File: config.mk
export PLATFORM = sky130hd
export DESIGN_NAME = uart_tx_cfg_flat
export DESIGN_NICKNAME = d
export VERILOG_FILES = /design/src/rtl/uart_pkg.sv /design/src/rtl/uart_tx_cfg_if.sv /design/src/rtl/uart_baud_gen.sv /design/src/rtl/uart_tx_cfg.sv /design/src/flat_wrapper.sv
export SDC_FILE = /design/constraint.sdc
export NUM_CORES = 1
export LEC_CHECK = 0
export BUFFER_PORTS_ARGS = -buffer_cell sky130_fd_sc_hd__buf_2
export CAP_MARGIN = 20
export CORE_UTILIZATION = 57
export CTS_BUF_LIST = sky130_fd_sc_hd__clkbuf_16
export CTS_CLUSTER_DIAMETER = 60
export DETAILED_ROUTE_END_ITERATION = 16
export GPL_TIMING_DRIVEN = 0
export PLACE_DENSITY = 0.73
export SYNTH_ARGS = -nofsm -noshare
export SYNTH_HDL_FRONTEND = slang
export SYNTH_HIERARCHICAL = 1
export SYNTH_SLANG_ARGS = --single-unit
File: constraint.sdc
create_clock -name clk -period 2.75 [get_ports clk]
set_clock_uncertainty 0.15 [all_clocks]
set_input_delay 0.55 -clock clk [delete_from_list [all_inputs] [get_ports clk]]
set_output_delay 0.55 -clock clk [all_outputs]
set_load 0.01 [all_outputs]
File: src/rtl/uart_pkg.sv
`default_nettype none
// ============================================================================
// Module   : uart_pkg
// Purpose  : Shared types and constants for the configurable UART transmitter.
// Revision : 1.0 - initial release
// ============================================================================
package uart_pkg;

  // Frame sequencer states; explicit 3-bit width so unused codes exist and
  // are steered back to IDLE by the sequencer.
  typedef enum logic [2:0] {
    IDLE   = 3'd0,
    START  = 3'd1,
    DATA   = 3'd2,
    PARITY = 3'd3,
    STOP   = 3'd4
  } uart_state_t;

  // Parity selection codes for the PARITY_MODE parameter.
  localparam int PAR_NONE = 0;
  localparam int PAR_EVEN = 1;
  localparam int PAR_ODD  = 2;

  // 25 MHz clock / 115200 bps.
  localparam int DEFAULT_CLOCKS_PER_BIT = 217;

  // Total clock cycles in one frame for a given configuration.
  function automatic int frame_cycles(input int cpb, input int dbits,
                                      input int pmode, input int sbits);
    return (1 + dbits + ((pmode != PAR_NONE) ? 1 : 0) + sbits) * cpb;
  endfunction

endpackage
`default_nettype wire

File: src/rtl/uart_tx_cfg_if.sv
`default_nettype none
// ============================================================================
// Module   : uart_tx_cfg_if
// Purpose  : Valid/ready word handshake between a requester and the UART TX.
// Revision : 1.0 - initial release
// ============================================================================
interface uart_tx_cfg_if #(
  parameter int DATA_BITS = 8
);

  logic [DATA_BITS-1:0] databus;
  logic                 valid;
  logic                 ready;

  // Requester side: offers words.
  modport master (output databus, output valid, input ready);

  // Transmitter side: accepts words.
  modport slave (input databus, input valid, output ready);

endinterface
`default_nettype wire

File: src/rtl/uart_baud_gen.sv
`default_nettype none
// ============================================================================
// Module   : uart_baud_gen
// Purpose  : Bit-period counter; flags the last clock of every bit period.
// Revision : 1.0 - initial release
// ============================================================================
module uart_baud_gen
  import uart_pkg::*;
#(
  parameter int CLOCKS_PER_BIT = DEFAULT_CLOCKS_PER_BIT
) (
  input  wire logic clk,
  input  wire logic rst_n,
  input  wire logic enable,
  output logic      bit_end
);

  localparam int CW = $clog2(CLOCKS_PER_BIT);
  localparam logic [CW-1:0] C_LAST = CW'(CLOCKS_PER_BIT - 1);

  logic [CW-1:0] r_cnt;

  // Count 0..CLOCKS_PER_BIT-1 while enabled; hold at zero otherwise.
  always_ff @(posedge clk or negedge rst_n) begin
    if (!rst_n) begin
      r_cnt <= '0;
    end else if (!enable || (r_cnt == C_LAST)) begin
      r_cnt <= '0;
    end else begin
      r_cnt <= r_cnt + CW'(1);
    end
  end

  assign bit_end = enable && (r_cnt == C_LAST);

endmodule
`default_nettype wire

File: src/rtl/uart_tx_cfg.sv
`default_nettype none
// ============================================================================
// Module   : uart_tx_cfg
// Purpose  : Configurable UART transmitter (data bits, parity, stop bits).
//            Accepts a word on valid && ready and shifts it out LSB first.
// Revision : 1.0 - initial release
// ============================================================================
module uart_tx_cfg
  import uart_pkg::*;
#(
  parameter int CLOCKS_PER_BIT = DEFAULT_CLOCKS_PER_BIT,
  parameter int DATA_BITS      = 8,
  parameter int PARITY_MODE    = PAR_NONE,
  parameter int STOP_BITS      = 1
) (
  input  wire logic     clk,
  input  wire logic     rst_n,
  uart_tx_cfg_if.slave  bus,
  output logic          outserial,
  output logic          busy,
  output logic          done
);

  localparam int IW = $clog2(DATA_BITS + 1);
  localparam logic [IW-1:0] C_LAST_DATA = IW'(DATA_BITS - 1);
  localparam logic [IW-1:0] C_LAST_STOP = IW'(STOP_BITS - 1);

  // Reject illegal configurations at elaboration.
  if ((CLOCKS_PER_BIT < 2) || (CLOCKS_PER_BIT > 65535)) begin : g_bad_cpb
    $error("uart_tx_cfg: CLOCKS_PER_BIT=%0d outside 2..65535", CLOCKS_PER_BIT);
  end
  if ((DATA_BITS < 5) || (DATA_BITS > 9)) begin : g_bad_data_bits
    $error("uart_tx_cfg: DATA_BITS=%0d outside 5..9", DATA_BITS);
  end
  if ((PARITY_MODE != PAR_NONE) && (PARITY_MODE != PAR_EVEN) &&
      (PARITY_MODE != PAR_ODD)) begin : g_bad_parity
    $error("uart_tx_cfg: PARITY_MODE=%0d is not 0, 1 or 2", PARITY_MODE);
  end
  if ((STOP_BITS != 1) && (STOP_BITS != 2)) begin : g_bad_stop
    $error("uart_tx_cfg: STOP_BITS=%0d is not 1 or 2", STOP_BITS);
  end

  uart_state_t          r_state;
  logic                 r_out;
  logic                 r_ready;
  logic                 r_par;
  logic [DATA_BITS-1:0] r_shift;
  logic [IW-1:0]        r_idx;
  logic                 w_bit_end;
  logic                 w_enable;

  // The bit-period counter only runs while a frame is on the line.
  assign w_enable = (r_state != IDLE);

  uart_baud_gen #(
    .CLOCKS_PER_BIT (CLOCKS_PER_BIT)
  ) u_baud_gen (
    .clk     (clk),
    .rst_n   (rst_n),
    .enable  (w_enable),
    .bit_end (w_bit_end)
  );

  // Frame sequencer: latches the word, walks start/data/parity/stop bits and
  // drives the registered serial line.
  always_ff @(posedge clk or negedge rst_n) begin
    if (!rst_n) begin
      r_state <= IDLE;
      r_out   <= 1'b1;
      r_ready <= 1'b1;
      r_par   <= 1'b0;
      r_shift <= '0;
      r_idx   <= '0;
    end else begin
      case (r_state)
        IDLE: begin
          r_out <= 1'b1;
          if (bus.valid) begin
            r_state <= START;
            r_out   <= 1'b0;
            r_ready <= 1'b0;
            r_shift <= bus.databus;
            // Parity is fixed at acceptance so later databus changes are moot.
            r_par   <= (^bus.databus) ^ (PARITY_MODE == PAR_ODD);
            r_idx   <= '0;
          end
        end
        START: begin
          if (w_bit_end) begin
            r_state <= DATA;
            r_out   <= r_shift[0];
          end
        end
        DATA: begin
          if (w_bit_end) begin
            if (r_idx == C_LAST_DATA) begin
              r_idx <= '0;
              if (PARITY_MODE != PAR_NONE) begin
                r_state <= PARITY;
                r_out   <= r_par;
              end else begin
                r_state <= STOP;
                r_out   <= 1'b1;
              end
            end else begin
              r_idx   <= r_idx + IW'(1);
              r_shift <= r_shift >> 1;
              r_out   <= r_shift[1];
            end
          end
        end
        PARITY: begin
          if (w_bit_end) begin
            r_state <= STOP;
            r_out   <= 1'b1;
          end
        end
        STOP: begin
          r_out <= 1'b1;
          if (w_bit_end) begin
            if (r_idx == C_LAST_STOP) begin
              r_state <= IDLE;
              r_ready <= 1'b1;
              r_idx   <= '0;
            end else begin
              r_idx <= r_idx + IW'(1);
            end
          end
        end
        default: begin
          r_state <= IDLE;
          r_out   <= 1'b1;
          r_ready <= 1'b1;
          r_idx   <= '0;
        end
      endcase
    end
  end

  assign bus.ready = r_ready;
  assign busy      = ~r_ready;
  assign outserial = r_out;
  // Asserted in the final cycle of the last stop bit, i.e. the cycle whose
  // closing edge moves the sequencer back to IDLE.
  assign done      = (r_state == STOP) && w_bit_end && (r_idx == C_LAST_STOP);

endmodule
`default_nettype wire

File: src/flat_wrapper.sv
// flat-port wrapper written by rule: the top's interface ports become plain ports
module uart_tx_cfg_flat import uart_pkg::*;
#(
  parameter int CLOCKS_PER_BIT = DEFAULT_CLOCKS_PER_BIT,
  parameter int DATA_BITS      = 8,
  parameter int PARITY_MODE    = PAR_NONE,
  parameter int STOP_BITS      = 1
)
  (clk, rst_n, outserial, busy, done, bus_databus, bus_valid, bus_ready);
  uart_tx_cfg_if #(.DATA_BITS(DATA_BITS)) bus_i ();
  input  wire logic clk;
  input  wire logic rst_n;
  output logic outserial;
  output logic busy;
  output logic done;
  input wire logic [$bits(bus_i.databus)-1:0] bus_databus;
  input wire logic [$bits(bus_i.valid)-1:0] bus_valid;
  output wire logic [$bits(bus_i.ready)-1:0] bus_ready;
  assign bus_i.databus = bus_databus;
  assign bus_i.valid = bus_valid;
  assign bus_ready = bus_i.ready;
  uart_tx_cfg #(.CLOCKS_PER_BIT(CLOCKS_PER_BIT), .DATA_BITS(DATA_BITS), .PARITY_MODE(PARITY_MODE), .STOP_BITS(STOP_BITS)) u_core (.clk(clk), .rst_n(rst_n), .bus(bus_i), .outserial(outserial), .busy(busy), .done(done));
endmodule
* Word level (Yosys, flattened, before mapping) *
Index checks and enable logic that the tools add are counted.

word-level totals
  register bits after elaboration = 25
  input bits = 11
  output and inout bits = 4
  word-level logic and storage cells = 70

cells by class
  add/subtract/negate cells = 2
  equality and inequality tests = 14
  mux-type cells = 29
  bitwise gates (word level) = 3
  reductions and logical operators = 16

operators with widths
  cell                                                   count
  2-to-1 mux 8 bit                                       4
  2-to-1 mux 3 bit                                       7
  2-to-1 mux 4 bit                                       5
  case mux 4 bit (4 select lines)                        1
  case mux 8 bit (2 select lines)                        1
  case mux 3 bit (5 select lines)                        1
  inequality test 2 x 1 -> 1 bit, second input constant  6
  AND reduction 4 bit                                    3
  adder 8 x 1 -> 8 bit, second input constant            1
  equality test 8 bit, second input constant             1
  2-to-1 mux 1 bit                                       8
  AND reduction 7 bit                                    1
  equality test 3 x 2 -> 1 bit, second input constant    2
  adder 4 x 1 -> 4 bit, second input constant            1
  equality test 4 x 3 -> 1 bit, second input constant    1
  logical NOT 4 bit                                      1
  inequality test 2 bit, second input constant           2
  case mux 1 bit (4 select lines)                        1
  equality test 3 x 1 -> 1 bit, second input constant    1
  equality test 3 bit, second input constant             1
  logical AND 1 bit                                      3
  logical NOT 3 bit                                      1
  NOT 1 bit                                              3
  case mux 1 bit (3 select lines)                        1
  other kinds (7)                                        7

* Depth between registers and ports, before layout *
Gate-level depths: netlist (run 1).

  word-level depth = 4
  mapped depth = 9
  depth with buffers taken out = 9

* Modules after synthesis *
The synthesis (run 1) kept the hierarchy.

by module, submodules not included
  module         times used  cells an instance  area an instance (um^2)  sequential area each (um^2)
  uart_tx_cfg    1           98                 1048.5                   427.9
  uart_baud_gen  1           41                 419.2                    200.2

* Worst setup path after synthesis (run 1) *
OpenSTA, ideal clock, no wires.

  path kind = reg-to-reg
  from = register u_core.r_state[1]
  to = register u_core.r_idx[3]
  setup time = 126 ps
  arrival = 2116 ps
  data required time = 2474 ps
  slack = 358 ps
  cell stages (with the launch flop) = 10
  path buffers = 2
  clock period less this slack = 2392 ps
  cells stage by stage = dfrtp_1 -> buf_4 -> buf_4 -> nor2_1 -> nand2_1 -> and2_1 -> nor4b_4 -> or2_4 -> or2_4 -> a221o_1

on the way
  word-level cells in the longest chain between the ends = 4
  elaborated cells on any way between the ends = 14
  those cells by class = eq/ne: 7; mux: 1; bitwise: 1; reduce/logical: 5

ends and longest elaborated chain
  what                                             line                 text
  start: declaration                               uart_tx_cfg.sv:43    uart_state_t r_state;
  start signal: assignment                         uart_tx_cfg.sv:68    r_state <= IDLE;
  start signal: assignment                         uart_tx_cfg.sv:79    r_state <= START;
  start signal: assignment                         uart_tx_cfg.sv:90    r_state <= DATA;
  nonzero test 3 bit (*)                           uart_tx_cfg.sv:53    assign w_enable = (r_state != IDLE);
  via u_core.w_enable                              uart_tx_cfg.sv:50    logic w_enable;
  logical AND 1 bit (*)                            uart_baud_gen.sv:34  assign bit_end = enable && (r_cnt == C_LAST);
  via u_core.w_bit_end                             uart_tx_cfg.sv:49    logic w_bit_end;
  inequality test 2 x 1 -> 1 bit (no source line)  n/a
  AND reduction 4 bit (no source line) (*)         n/a
  end signal: assignment                           uart_tx_cfg.sv:106   r_idx <= r_idx + IW'(1);
  end signal: assignment                           uart_tx_cfg.sv:126   r_idx <= r_idx + IW'(1);
  end: declaration                                 uart_tx_cfg.sv:48    logic [IW-1:0] r_idx;

The timed path passes the listed nets; every way through them passes the cells marked *.
A chain may end at the register's enable or synchronous reset.

* Worst setup path in the final report (run 1) *
  from = register u_core.u_baud_gen.r_cnt[0]
  to = output done

on the way
  word-level cells in the longest chain between the ends = 4

ends and longest elaborated chain
  what                             line                 text
  start: declaration               uart_baud_gen.sv:21  logic [CW-1:0] r_cnt;
  start signal: assignment         uart_baud_gen.sv:30  r_cnt <= r_cnt + CW'(1);
  equality test 8 bit              uart_baud_gen.sv:34
  logical AND 1 bit                uart_baud_gen.sv:34
  via u_core.w_bit_end             uart_tx_cfg.sv:49
  logical AND 1 bit (2 in series)  uart_tx_cfg.sv:145   assign done = (r_state == STOP) && w_bit_end && (r_idx == C_LAST_STOP);
  end: declaration                 flat_wrapper.sv:15   output logic done;

The timed path passes the listed nets, and every way through them passes these cells.

==> results by group, run 1 <==
Critical path
  • Critical Path Stages: 8
  • Kind of cell adding the most delay to the critical path: simple AND/OR/NAND/NOR gates
  • Arrival time reported for the critical path endpoint: 1.92 ns
  • Cell with the largest stage delay on the worst path: sky130_fd_sc_hd__dfrtp_1
  • Cell depth of the worst flop-to-flop path: 9
  • Top fanout value on the critical path: 8
  • Endpoint required time on the critical path: between 2 and 2.5 ns
  • List of cells traversed by the critical path: inv_1, ha_1, nand4_1, nor4_1, and2_4, nand3_1, nor2b_1, buf_2
  • CP Class: reg2out
  • Worst path max stage delay: roughly 0.42 ns
  • Setup crit start kind: register
  • Nature of the critical path endpoint: output port
  • Combined buffer and inverter count along the critical path: 2

Synthesis
  • Number of nets produced by synthesis: roughly 150
  • Fraction of registers with async set/reset: 100.0%
  • Avg Inst Size Synth: between 10 and 15 µm²
  • Yosys top cell area share: 39.22%
  • Post-synth top area cell: sky130_fd_sc_hd__dfrtp_1
  • Count of flip-flops with a built-in enable after synthesis: 0
  • #FFs+latches synth: 25
  • Cells taking the most area after synthesis: sky130_fd_sc_hd__dfrtp_1 (39%), sky130_fd_sc_hd__mux2_2 (12%), sky130_fd_sc_hd__dfstp_2 (3.6%), sky130_fd_sc_hd__ha_1 (3.4%), sky130_fd_sc_hd__nor2_1 (2.8%)
  • Synth Instances: between 100 and 150
  • Post-synthesis cell area: 1468 µm²
  • Warning count from the yosys run: 6
  • Distinct cell type count of the synthesized netlist: 44
  • Top FF cell, synth: sky130_fd_sc_hd__dfrtp_1
  • Portion of the post-synthesis area used by sequential elements: a little over two fifths

Cells and area
  • Fraction of layout cells with a size suffix above 1: ~32%
  • Area taken by multi-input logic gates: between 700 and 800 µm²
  • Layout-stage area growth over the synthesis result: 13.38%
  • Post-route cell area: between 1500 and 2000 µm²
  • Antenna cell count: 0
  • Sequential cell area in the final layout: roughly 630 µm²
  • Layout net count: ~170
  • Utilization of the core after routing: 67.79%
  • Filler Cells Inserted: between 200 and 250

Power and ir drop
  • Combinational power share: about 43%
  • Total net switching power: 596.5 µW
  • Static leakage power: between 0.7 and 0.8 nW
  • Clock network fraction of design power: 19.7%
  • Switching part of the total power: between 30% and 40%
  • PD cells: approximately 1000 nW/µm²
  • Cell-internal power: 1.048 mW
  • Worst-case vdd ir drop: 631.8 µV
  • Portion of total power attributed to sequential cells: a little under two fifths

Die
  • Num ports: 15
  • Die width: 52.74 µm
  • Core region area: 2455 µm²
  • Site Rows: 18
  • Initial standard-cell utilization of the core: 59.79%
  • Die Area: 2782 µm²
  • Die Y: approximately 53 µm

Hold path
  • Min-delay worst type: in2async

STA
  • Setup-failing EPs final: 0
  • Setup total negative slack: 0 ns
  • Min Clock Period, post-route: approximately 2.6 ns
  • Period Utilization, post-route: between 90% and 100%
  • Final number of hold-violating endpoints: 0
  • Number of max-slew violations in the final report: 0
  • Headroom to the max-slew limit: between 60 and 70%
  • Setup repair after global routing missed its margin: false
  • Worst slew pin tran: around 0.57 ns
  • Fmax: 381.0 MHz

CTS
  • CTS tree: built
  • Number of buffers on the longest clock path: 2
  • Clock insertion delay at the later pin of the skew report: between 0.2 and 0.3 ns
  • Library cell used as clock root buffer: sky130_fd_sc_hd__clkbuf_16
  • Clock Sinks: 25
  • Number of clock buffers inserted by TritonCTS: 3
  • Number of buffers inserted by hold repair at cts: 0
  • Clock transition at the register clock pins on the worst setup and hold paths after CTS: 0.06 ns
  • Max H-tree Level: 1
  • Setup Buffers After CTS: 0

Global routing
  • Number of antenna violations at the first check in global routing: 0
  • Gr ovfl total: 0
  • Gr usage total: 23.41%
  • Vias in the first global route: roughly 1000
  • Maximum number of pins on one net before global-route repair: 26
  • Global-route wire length before repair: 4602 µm

Drt
  • Number of antenna-violating nets in the routed design: 0
  • Vias per cell: 5.684
  • Drc violations: 0
  • Overall routed net length: roughly 2800 µm
  • Routed length per instance: 14.81 µm
  • Detailed-route via count: roughly 1100
  • Drt pass-1 iters: 4
  • Detailed Route Iter0 Violations: 33

Place
  • HPWL after DPL: a little over 2000 µm
  • Post-placement cell area: roughly 1600 µm²
  • IO buf count: 14
  • Global placer's final weighted congestion: about 0.83

Flow run
  • Max-cap viol count: 0

Outcome
  • Result of the run: finished clean
## power by group through the flow
stage / Clock [mW] / Combinational [mW] / Sequential [mW]
2_1_floorplan: 0 / 0.563 / 0.591
3_3_place_gp: 0 / 0.676 / 0.601
3_5_place_dp: 0 / 0.709 / 0.612
4_1_cts: 0.334 / 0.712 / 0.606
5_1_grt: 0.348 / 0.793 / 0.622
6_report: 0.325 / 0.713 / 0.607
## cell type report
cell class,count,area share [%]
timing repair buffer,14,4.211
multi-input combinational,100,46.62
tap,30,2.256
sequential,25,37.82
inverter,10,2.256
buffer,4,1.880
clock inverter,1,0.4511
clock buffer,3,4.511
## flip-flops by register name, summed over array words and instances, names as in the netlist
register and count:
u_core/outserial 1, u_core/r_state 3, u_core/bus.ready 1, u_core/u_baud_gen/r_cnt 8
u_core/r_shift 8, u_core/r_idx 4
## worst paths after layout
check                                                      from                            end  slack (ns)
max in group asynchronous                                 rst_n  u_core/r_state[1]$_DFFE_PN0P_        1.91
min in group clk                  u_core/r_shift[7]$_DFFE_PN0P_  u_core/r_shift[7]$_DFFE_PN0P_        0.35
hold / removal                                            rst_n  u_core/r_state[2]$_DFFE_PN0P_        0.13
hold reg to reg                   u_core/r_shift[7]$_DFFE_PN0P_  u_core/r_shift[7]$_DFFE_PN0P_        0.35
setup / recovery           u_core/u_baud_gen/r_cnt[0]$_DFF_PN0_                           done        0.13
setup reg to reg           u_core/u_baud_gen/r_cnt[0]$_DFF_PN0_    u_core/r_idx[3]$_DFFE_PN0P_        0.26
## per-stage QoR
stage                     worst slack [ns]  cells  hold slack, ns  power, mW
after CTS                          0.01824    187          0.1489      1.651
final                               0.1252    187          0.1295      1.645
after global placement              0.1199    183          0.3340      1.277
after detailed placement            0.1101    183          0.3420      1.321
after global routing              0.002482    187          0.1839      1.762
after floorplan                     0.3577    139          0.1044      1.153
## metal layers
layer	GRT usage, %	share of wire, %	up-vias
met2	36.92	47	19
li1	-	-	531
met1	30.94	48	509
met3	5.217	3.8	4
met4	9.211	1.5	0
met5	0	0	-
## cells in the mapped netlist (all sizes together), types with 2 or more instances
library cell,n
o21ai,8
buf,4
xnor2,2
a21oi,6
nor4,2
nor2,11
inv,10
ha,4
or3b,2
or3,3
nand3,6
dfstp,2
mux2,16
nand3b,2
a31oi,2
nor3,4
or2,2
xor2,2
nand2,6
dfrtp,23
nor2b,5
nand4,2
## layout by cell type, fill, tap and decap left out, types with 2 or more instances in the layout
master                      count
sky130_fd_sc_hd__clkbuf_16      3
sky130_fd_sc_hd__mux2_2        16
sky130_fd_sc_hd__buf_4          2
sky130_fd_sc_hd__nand3b_1       2
sky130_fd_sc_hd__dfstp_2        2
sky130_fd_sc_hd__o21ai_0        6
sky130_fd_sc_hd__nand3_1        6
sky130_fd_sc_hd__nor4_1         2
sky130_fd_sc_hd__xor2_1         2
sky130_fd_sc_hd__nor2_1        10
sky130_fd_sc_hd__or3b_1         2
sky130_fd_sc_hd__or2_4          2
sky130_fd_sc_hd__buf_2         15
sky130_fd_sc_hd__inv_1         10
sky130_fd_sc_hd__nor3_1         3
sky130_fd_sc_hd__ha_1           4
sky130_fd_sc_hd__nand2_1        6
sky130_fd_sc_hd__xnor2_1        2
sky130_fd_sc_hd__nor2b_1        5
sky130_fd_sc_hd__dfrtp_1       22
sky130_fd_sc_hd__a31oi_1        2
sky130_fd_sc_hd__a21oi_1        5
sky130_fd_sc_hd__or3_1          3
## kinds of logic (layout without fill, tap and decap cells)
kind of cell / count (synthesis) / in the layout / share of synthesized area, %
simple gates: 51 / 51 / 21.14
buf+inv: 14 / 32 / 4.688
xor+xnor: 4 / 4 / 2.387
fa+ha+maj: 4 / 4 / 3.410
flops: 25 / 25 / 42.80
mux: 17 / 17 / 12.96
compound gates: 24 / 24 / 12.62
## what timing repair did
| action | in CTS | in global routing |
|---|---|---|
| pin swaps | 0 | 0 |
| resized for setup | 1 | 3 |
| setup endpoints to repair | 1 | 1 |
No activity file was read; power rests on OpenSTA's default activity.
==> inputs of run 2 (changes only) <==
- clock period: 2.75 -> 3 ns (I/O delays scaled with it)
==> run 2 against run 1 <==
Net effect: final area down 0.30%; global-route usage fell by 0.061 points; utilization shrank 0.20 points; sequential cell count did not move; combinational power shrank 8.4%; count of clock-buffer cells in the layout unchanged; die area unchanged; cell count did not move; largest power group unchanged; largest cell class unchanged.
==> results by group, run 2 (synthesized netlist as in run 1, its figures left out) <==
Drt
  • Max layer used: met4
  • Drc violations: 0 (unchanged)
  • Routed length per instance: 15.00 µm (+1.3%)
  • Sum of routed wire segments on met1: 1326 µm (+0.76%)
  • Sum of met2 wire segment lengths after detailed routing: 1332 µm (+1.9%)
  • Detailed-route via count: 1082 (+1.8%)
  • Drt pass-1 iters: 4 (unchanged)
  • Overall routed net length: 2805 µm (+1.3%)
  • Detailed route wirelength on metal3: 105 µm (+0.96%)
  • Detailed Route Iter0 Violations: 32 (-3.0%)
  • Vias per cell: 5.786 (+1.8%)
  • Number of antenna-violating nets in the routed design: 0 (unchanged)

CTS
  • Max H-tree Level: 1 (unchanged)
  • Setup Buffers After CTS: 0 (unchanged)
  • Clock transition at the register clock pins on the worst setup and hold paths after CTS: 0.07 ns (about the same)
  • Library cell used as clock root buffer: sky130_fd_sc_hd__clkbuf_16
  • Clock Sinks: 25 (unchanged)
  • Quantity of gates resized following cts: 0 (-1)
  • Clock insertion delay at the later pin of the skew report: 0.26 ns (about the same)
  • CTS tree: built
  • Number of buffers on the longest clock path: 2 (unchanged)
  • Number of clock buffers inserted by TritonCTS: 3 (unchanged)
  • Number of buffers inserted by hold repair at cts: 0 (unchanged)

STA
  • Worst slew pin tran: 0.5668 ns (-0.002081 ns)
  • Fmax: ~360 MHz
  • Period Utilization, post-route: just over 90%
  • Crit path setup slack, layout: 0.2194 ns (+0.09420 ns)
  • Min Clock Period, post-route: around 2.8 ns
  • Setup total negative slack: 0 ns (unchanged)
  • Headroom to the max-slew limit: 62.21% (+0.14 points)
  • Final number of hold-violating endpoints: 0 (unchanged)
  • Number of max-slew violations in the final report: 0 (unchanged)
  • Setup repair after global routing missed its margin: false
  • Worst hold slack across all endpoints: 0.1756 ns (+0.04618 ns)
  • Setup-failing EPs final: 0 (unchanged)

Power and ir drop
  • PD cells: 909.2 nW/µm² (-8.0%)
  • Worst-case vdd ir drop: 577.5 µV (-8.6%)
  • Static leakage power: 0.7335 nW (about the same)

Global routing
  • Maximum number of pins on one net before global-route repair: 26 (unchanged)
  • Gr usage total: 23.35% (-0.061 points)
  • Vias in the first global route: 1023 (unchanged)
  • Number of antenna violations at the first check in global routing: 0 (unchanged)
  • Gr ovfl total: 0 (unchanged)
  • Global-route wire length before repair: 4588 µm (-0.30%)

Cells and area
  • Commonest cells after routing, fill and taps aside: sky130_fd_sc_hd__dfrtp_1 (23), sky130_fd_sc_hd__mux2_2 (16), sky130_fd_sc_hd__buf_2 (15), sky130_fd_sc_hd__nor2_1 (11), sky130_fd_sc_hd__inv_1 (10)
  • Antenna cell count: 0 (unchanged)
  • Layout-stage area growth over the synthesis result: 13.04%
  • Fraction of layout cells with a size suffix above 1: 31.21% (-1.3 points)
  • Layout net count: 173 (unchanged)
  • Most common cell after layout, fill and taps aside: sky130_fd_sc_hd__dfrtp_1
  • Post-Layout Cell Count: 187 (unchanged)
  • Biggest registers after layout: u_core/r_shift: 8 flops, u_core/u_baud_gen/r_cnt: 8 flops, u_core/r_idx: 4 flops

Place
  • IO buf count: 14 (unchanged)
  • HPWL after DPL: 2074 µm (unchanged)
  • Dpl ws: 0.3601 ns (+0.2500 ns)
  • Global placer's final weighted congestion: 0.8269 (unchanged)
  • Post-placement cell count: 183 (unchanged)

Die
  • Die Y: 52.74 µm (unchanged)
  • Core region area: 2455 µm² (unchanged)
  • Die width: 52.74 µm (unchanged)
  • Die Area: 2782 µm² (unchanged)
  • Initial standard-cell utilization of the core: 59.79% (unchanged)
  • Num ports: 15 (unchanged)
  • Site Rows: 18 (unchanged)

Critical path
  • Setup crit start kind: register
  • Cell with the largest stage delay on the worst path: sky130_fd_sc_hd__dfrtp_1
  • Origin of the worst setup path: u_core/r_state[1]$_DFFE_PN0P_
  • Kind of cell adding the most delay to the critical path: simple AND/OR/NAND/NOR gates
  • Combined buffer and inverter count along the critical path: 3 (+1)
  • Cell mode on critical path: sky130_fd_sc_hd__buf_4
  • Endpoint required time on the critical path: 2.25 ns (+0.20 ns)
  • Top fanout value on the critical path: 10 (+2)
  • Launching point of the worst reg2reg path: u_core/r_state[1]$_DFFE_PN0P_
  • Worst path max stage delay: 0.45 ns (+0.03 ns)
  • Arrival time reported for the critical path endpoint: 2.03 ns (+0.11 ns)
  • CP Class: reg2out
  • Nature of the critical path endpoint: output port
  • List of cells traversed by the critical path: buf_4, buf_4, nor2_1, nand2_1, and2_2, nand3_1, nor2b_1, buf_2

Outcome
  • Result of the run: finished clean

Flow run
  • Max-cap viol count: 0 (unchanged)

Hold path
  • Min-delay worst type: in2async
==> run 2: where the power goes <==
group / internal (mW) / leakage [nW] / switching [mW]
sequential: 0.459 / 0.318 / 0.0967
combinational: 0.318 / 0.379 / 0.335
clock: 0.181 / 0.0371 / 0.119
total: 0.958 / 0.733 / 0.550
==> run 2: area by class of cell <==
| cell class | count | area [µm²] |
|---|---|---|
| Timing Repair Buffer | 14 | 70.07 |
| Clock buffer | 3 | 75.07 |
| Buffer | 4 | 31.28 |
| Tap cell | 30 | 37.54 |
| Inverter | 10 | 37.54 |
| Multi-Input combinational cell | 100 | 772.0 |
| Sequential cell | 25 | 628.1 |
| Fill cell | 209 | 795.8 |
| Clock inverter | 1 | 7.507 |
==> run 2: layer usage <==
metal  global-route usage (%)  vias up
met5                        0        -
met4                    9.211        0
met3                    5.217        4
met2                    36.92       19
met1                    30.76      529
li1                         -      530
==> run 2: through the flow <==
| step | total power, mW | instance area (µm²) | util (%) |
|---|---|---|---|
| after floorplan | 1.057 | 1468 | - |
| after global placement | 1.170 | 1575 | 64.17 |
| after detailed placement | 1.211 | 1575 | 64.17 |
| after CTS | 1.514 | 1658 | 67.53 |
| after global routing | 1.610 | 1659 | 67.58 |
| final | 1.508 | 1659 | 67.58 |
==> run 2: final timing paths <==
kind | to | slack [ns] | cells after the start
min in group clk | u_core/r_shift[7]$_DFFE_PN0P_ | 0.36 | 1
max in group asynchronous | u_core/r_shift[4]$_DFFE_PN0P_ | 2.14 | 1
worst max register to register | u_core/r_shift[3]$_DFFE_PN0P_ | 0.41 | 8
worst min-delay path | u_core/r_state[2]$_DFFE_PN0P_ | 0.18 | 1
worst max-delay path | done | 0.22 | 8
worst min register to register | u_core/r_shift[7]$_DFFE_PN0P_ | 0.36 | 1
==> inputs of run 3 (changes only) <==
--- a/constraint.sdc
+++ b/constraint.sdc
@@ -4,2 +4,2 @@
 set_output_delay 0.6 -clock clk [all_outputs]
-set_load 0.01 [all_outputs]
+set_load 0.1 [all_outputs]
==> run 3 against run 2 <==
Net effect: die area stayed put; total power is 6.8% higher; fmax is 3.2% lower; utilization is 0.31 points higher; non-clock buffer count stayed put; sequential cell count stayed put; first-iteration DRC count is 3.1% higher; final area is 0.45% higher.
==> results by group, run 3 (synthesized netlist as in run 1, its figures left out) <==
CTS
  • Max H-tree Level: 1 (unchanged)
  • Clock transition at the register clock pins on the worst setup and hold paths after CTS: 0.06 ns (about the same)
  • CTS tree: built
  • Clock insertion delay at the later pin of the skew report: 0.26 ns (about the same)
  • Setup Buffers After CTS: 0 (unchanged)
  • Clock Sinks: 25 (unchanged)
  • Library cell used as clock root buffer: sky130_fd_sc_hd__clkbuf_16
  • Number of buffers on the longest clock path: 2 (unchanged)
  • Number of clock buffers inserted by TritonCTS: 3 (unchanged)

Critical path
  • Cell depth of the worst flop-to-flop path: 8 (unchanged)
  • Arrival time reported for the critical path endpoint: 2.12 ns (+0.09 ns)
  • Worst path max stage delay: 0.42 ns (-0.03 ns)
  • Nature of the critical path endpoint: output port
  • Launching point of the worst reg2reg path: u_core/r_state[1]$_DFFE_PN0P_
  • Worst R2R End: u_core/r_shift[4]$_DFFE_PN0P_
  • List of cells traversed by the critical path: buf_4, buf_4, nor2_1, nand2_1, and2_2, nand3_1, nor2b_2, buf_6
  • Cell mode on critical path: sky130_fd_sc_hd__buf_4
  • Top fanout value on the critical path: 10 (unchanged)
  • Endpoint required time on the critical path: 2.25 ns (about the same)
  • Setup crit start kind: register
  • CP Class: reg2out
  • Combined buffer and inverter count along the critical path: 3 (unchanged)
  • Kind of cell adding the most delay to the critical path: simple AND/OR/NAND/NOR gates
  • Setup slack on the worst flop-to-flop path: 0.45 ns (+0.04 ns)
  • Cell with the largest stage delay on the worst path: sky130_fd_sc_hd__dfrtp_2

STA
  • Min Clock Period, post-route: 2.873 ns (+0.09253 ns)
  • Fmax: 348.1 MHz (-3.2%)
  • Final number of hold-violating endpoints: 0 (unchanged)
  • Period Utilization, post-route: 95.77% (+3.1 points)
  • Setup total negative slack: 0 ns (unchanged)
  • Setup repair after global routing missed its margin: false
  • Worst slew pin tran: 0.5640 ns (-0.002823 ns)
  • Headroom to the max-slew limit: 62.40% (+0.19 points)
  • Number of max-slew violations in the final report: 0 (unchanged)
  • Crit path setup slack, layout: 0.1269 ns (-0.09253 ns)
  • Setup-failing EPs final: 0 (unchanged)

Die
  • Core region area: 2455 µm² (unchanged)
  • Site Rows: 18 (unchanged)
  • Num ports: 15 (unchanged)
  • Die Area: 2782 µm² (unchanged)
  • Die Y: 52.74 µm (unchanged)
  • Initial standard-cell utilization of the core: 59.79% (unchanged)
  • Die width: 52.74 µm (unchanged)

Cells and area
  • Layout net count: 173 (unchanged)
  • Most common cell after layout, fill and taps aside: sky130_fd_sc_hd__dfrtp_1
  • Antenna cell count: 0 (unchanged)
  • Commonest cells after routing, fill and taps aside: sky130_fd_sc_hd__dfrtp_1 (22), sky130_fd_sc_hd__mux2_2 (16), sky130_fd_sc_hd__buf_2 (14), sky130_fd_sc_hd__nor2_1 (11), sky130_fd_sc_hd__inv_1 (10)
  • Layout-stage area growth over the synthesis result: 13.56%
  • Biggest registers after layout: u_core/r_shift: 8 flops, u_core/u_baud_gen/r_cnt: 8 flops, u_core/r_idx: 4 flops
  • Fraction of layout cells with a size suffix above 1: 32.48% (+1.3 points)

Power and ir drop
  • Static leakage power: 0.7365 nW (+0.42%)
  • Switching part of the total power: 40.52% (+4.1 points)
  • Clock network fraction of design power: 18.3% (-1.6 points)
  • Worst-case vdd ir drop: 666.1 µV (+15%)
  • Overall power: 1.611 mW (+6.8%)
  • Total net switching power: 652.7 µW (+19%)
  • Portion of total power attributed to sequential cells: 34.5% (-2.3 points)
  • Combinational power share: 47.2% (+3.9 points)
  • PD cells: 966.5 nW/µm² (+6.3%)
  • Cell-internal power: 958.1 µW (about the same)

Drt
  • Drt pass-1 iters: 4 (unchanged)
  • Detailed Route Iter0 Violations: 33 (+3.1%)
  • Overall routed net length: 2881 µm (+2.7%)
  • Vias per cell: 5.872 (+1.5%)
  • Drc violations: 0 (unchanged)
  • Detailed-route via count: 1098 (+1.5%)
  • Routed length per instance: 15.41 µm (+2.7%)
  • Number of antenna-violating nets in the routed design: 0 (unchanged)

Global routing
  • Gr ovfl total: 0 (unchanged)
  • Vias in the first global route: 1066 (+4.2%)
  • Maximum number of pins on one net before global-route repair: 26 (unchanged)
  • Number of antenna violations at the first check in global routing: 0 (unchanged)
  • Global-route wire length before repair: 4664 µm (+1.7%)
  • Gr usage total: 23.87% (+0.52 points)

Hold path
  • Min-delay worst type: in2async

Outcome
  • Result of the run: finished clean

Place
  • Global placer's final weighted congestion: 0.8075 (-2.3%)
  • IO buf count: 14 (unchanged)
  • Dpl ws: 0.07747 ns (-0.2826 ns)
  • HPWL after DPL: 2075 µm (about the same)

Flow run
  • Max-cap viol count: 0 (unchanged)
-- run 3: cell count changes in the layout (fill, tap and decap cells not counted), sizes merged --
cell,delta
clkinv,+1
clkinvlp,-1
-- run 3: worst max-delay path by stage --
| stage | end | from | slack, ns | cells past startpoint |
|---|---|---|---|---|
| 4_1_cts | done | u_core/r_state[1]$_DFFE_PN0P_ | 0.05 | 8 |
| 6_report | done | u_core/r_state[1]$_DFFE_PN0P_ | 0.13 | 8 |
| 2_1_floorplan | done | u_core/r_state[1]$_DFFE_PN0P_ | 0.07 | 7 |
| 5_1_grt | done | u_core/u_baud_gen/r_cnt[0]$_DFF_PN0_ | 0.0001 | 8 |
| 3_3_place_gp | done | u_core/r_state[1]$_DFFE_PN0P_ | 0.08 | 8 |
| 3_5_place_dp | done | u_core/r_state[1]$_DFFE_PN0P_ | 0.08 | 8 |
-- run 3: cell type report --
cell class | count | area (µm²)
Fill cell | 199 | 788.3
Multi-Input combinational cell | 100 | 774.5
Sequential cell | 25 | 629.4
Timing Repair Buffer | 14 | 76.32
Clock buffer | 3 | 75.07
Inverter | 10 | 37.54
Tap cell | 30 | 37.54
Buffer | 4 | 31.28
Clock inverter | 1 | 5.005
-- run 3: through the flow --
step                      util, %  instance area [µm²]  cells  hold slack [ns]
after floorplan                 -                 1470    139           0.1544
after global routing        67.89                 1667    187           0.2211
final                       67.89                 1667    187           0.1791
after CTS                   67.69                 1662    187           0.2042
after global placement      64.27                 1578    183           0.3344
after detailed placement    64.27                 1578    183           0.3418
-- run 3: power by group through the flow --
stage	clock network, mW	logic (mW)	registers [mW]
floorplan	0	0.555	0.614
global placement	0	0.727	0.549
detailed placement	0	0.754	0.559
CTS	0.302	0.762	0.553
global route	0.316	0.832	0.567
finish	0.295	0.760	0.555
-- run 3: metal layers --
| layer | track usage [%] | up-vias | wire [µm] |
|---|---|---|---|
| li1 | - | 533 | - |
| met2 | 39.87 | 29 | 1395 |
| met3 | 5.217 | 5 | 94 |
| met5 | 0 | - | 0 |
| met1 | 29.36 | 531 | 1348 |
| met4 | 10.09 | 0 | 42 |
-- run 3: repair_timing --
action,in CTS,in global routing
resized for setup,2,2
cloned,0,0
setup endpoints to repair,1,1
pin swaps,0,0
hold buffers,0,0
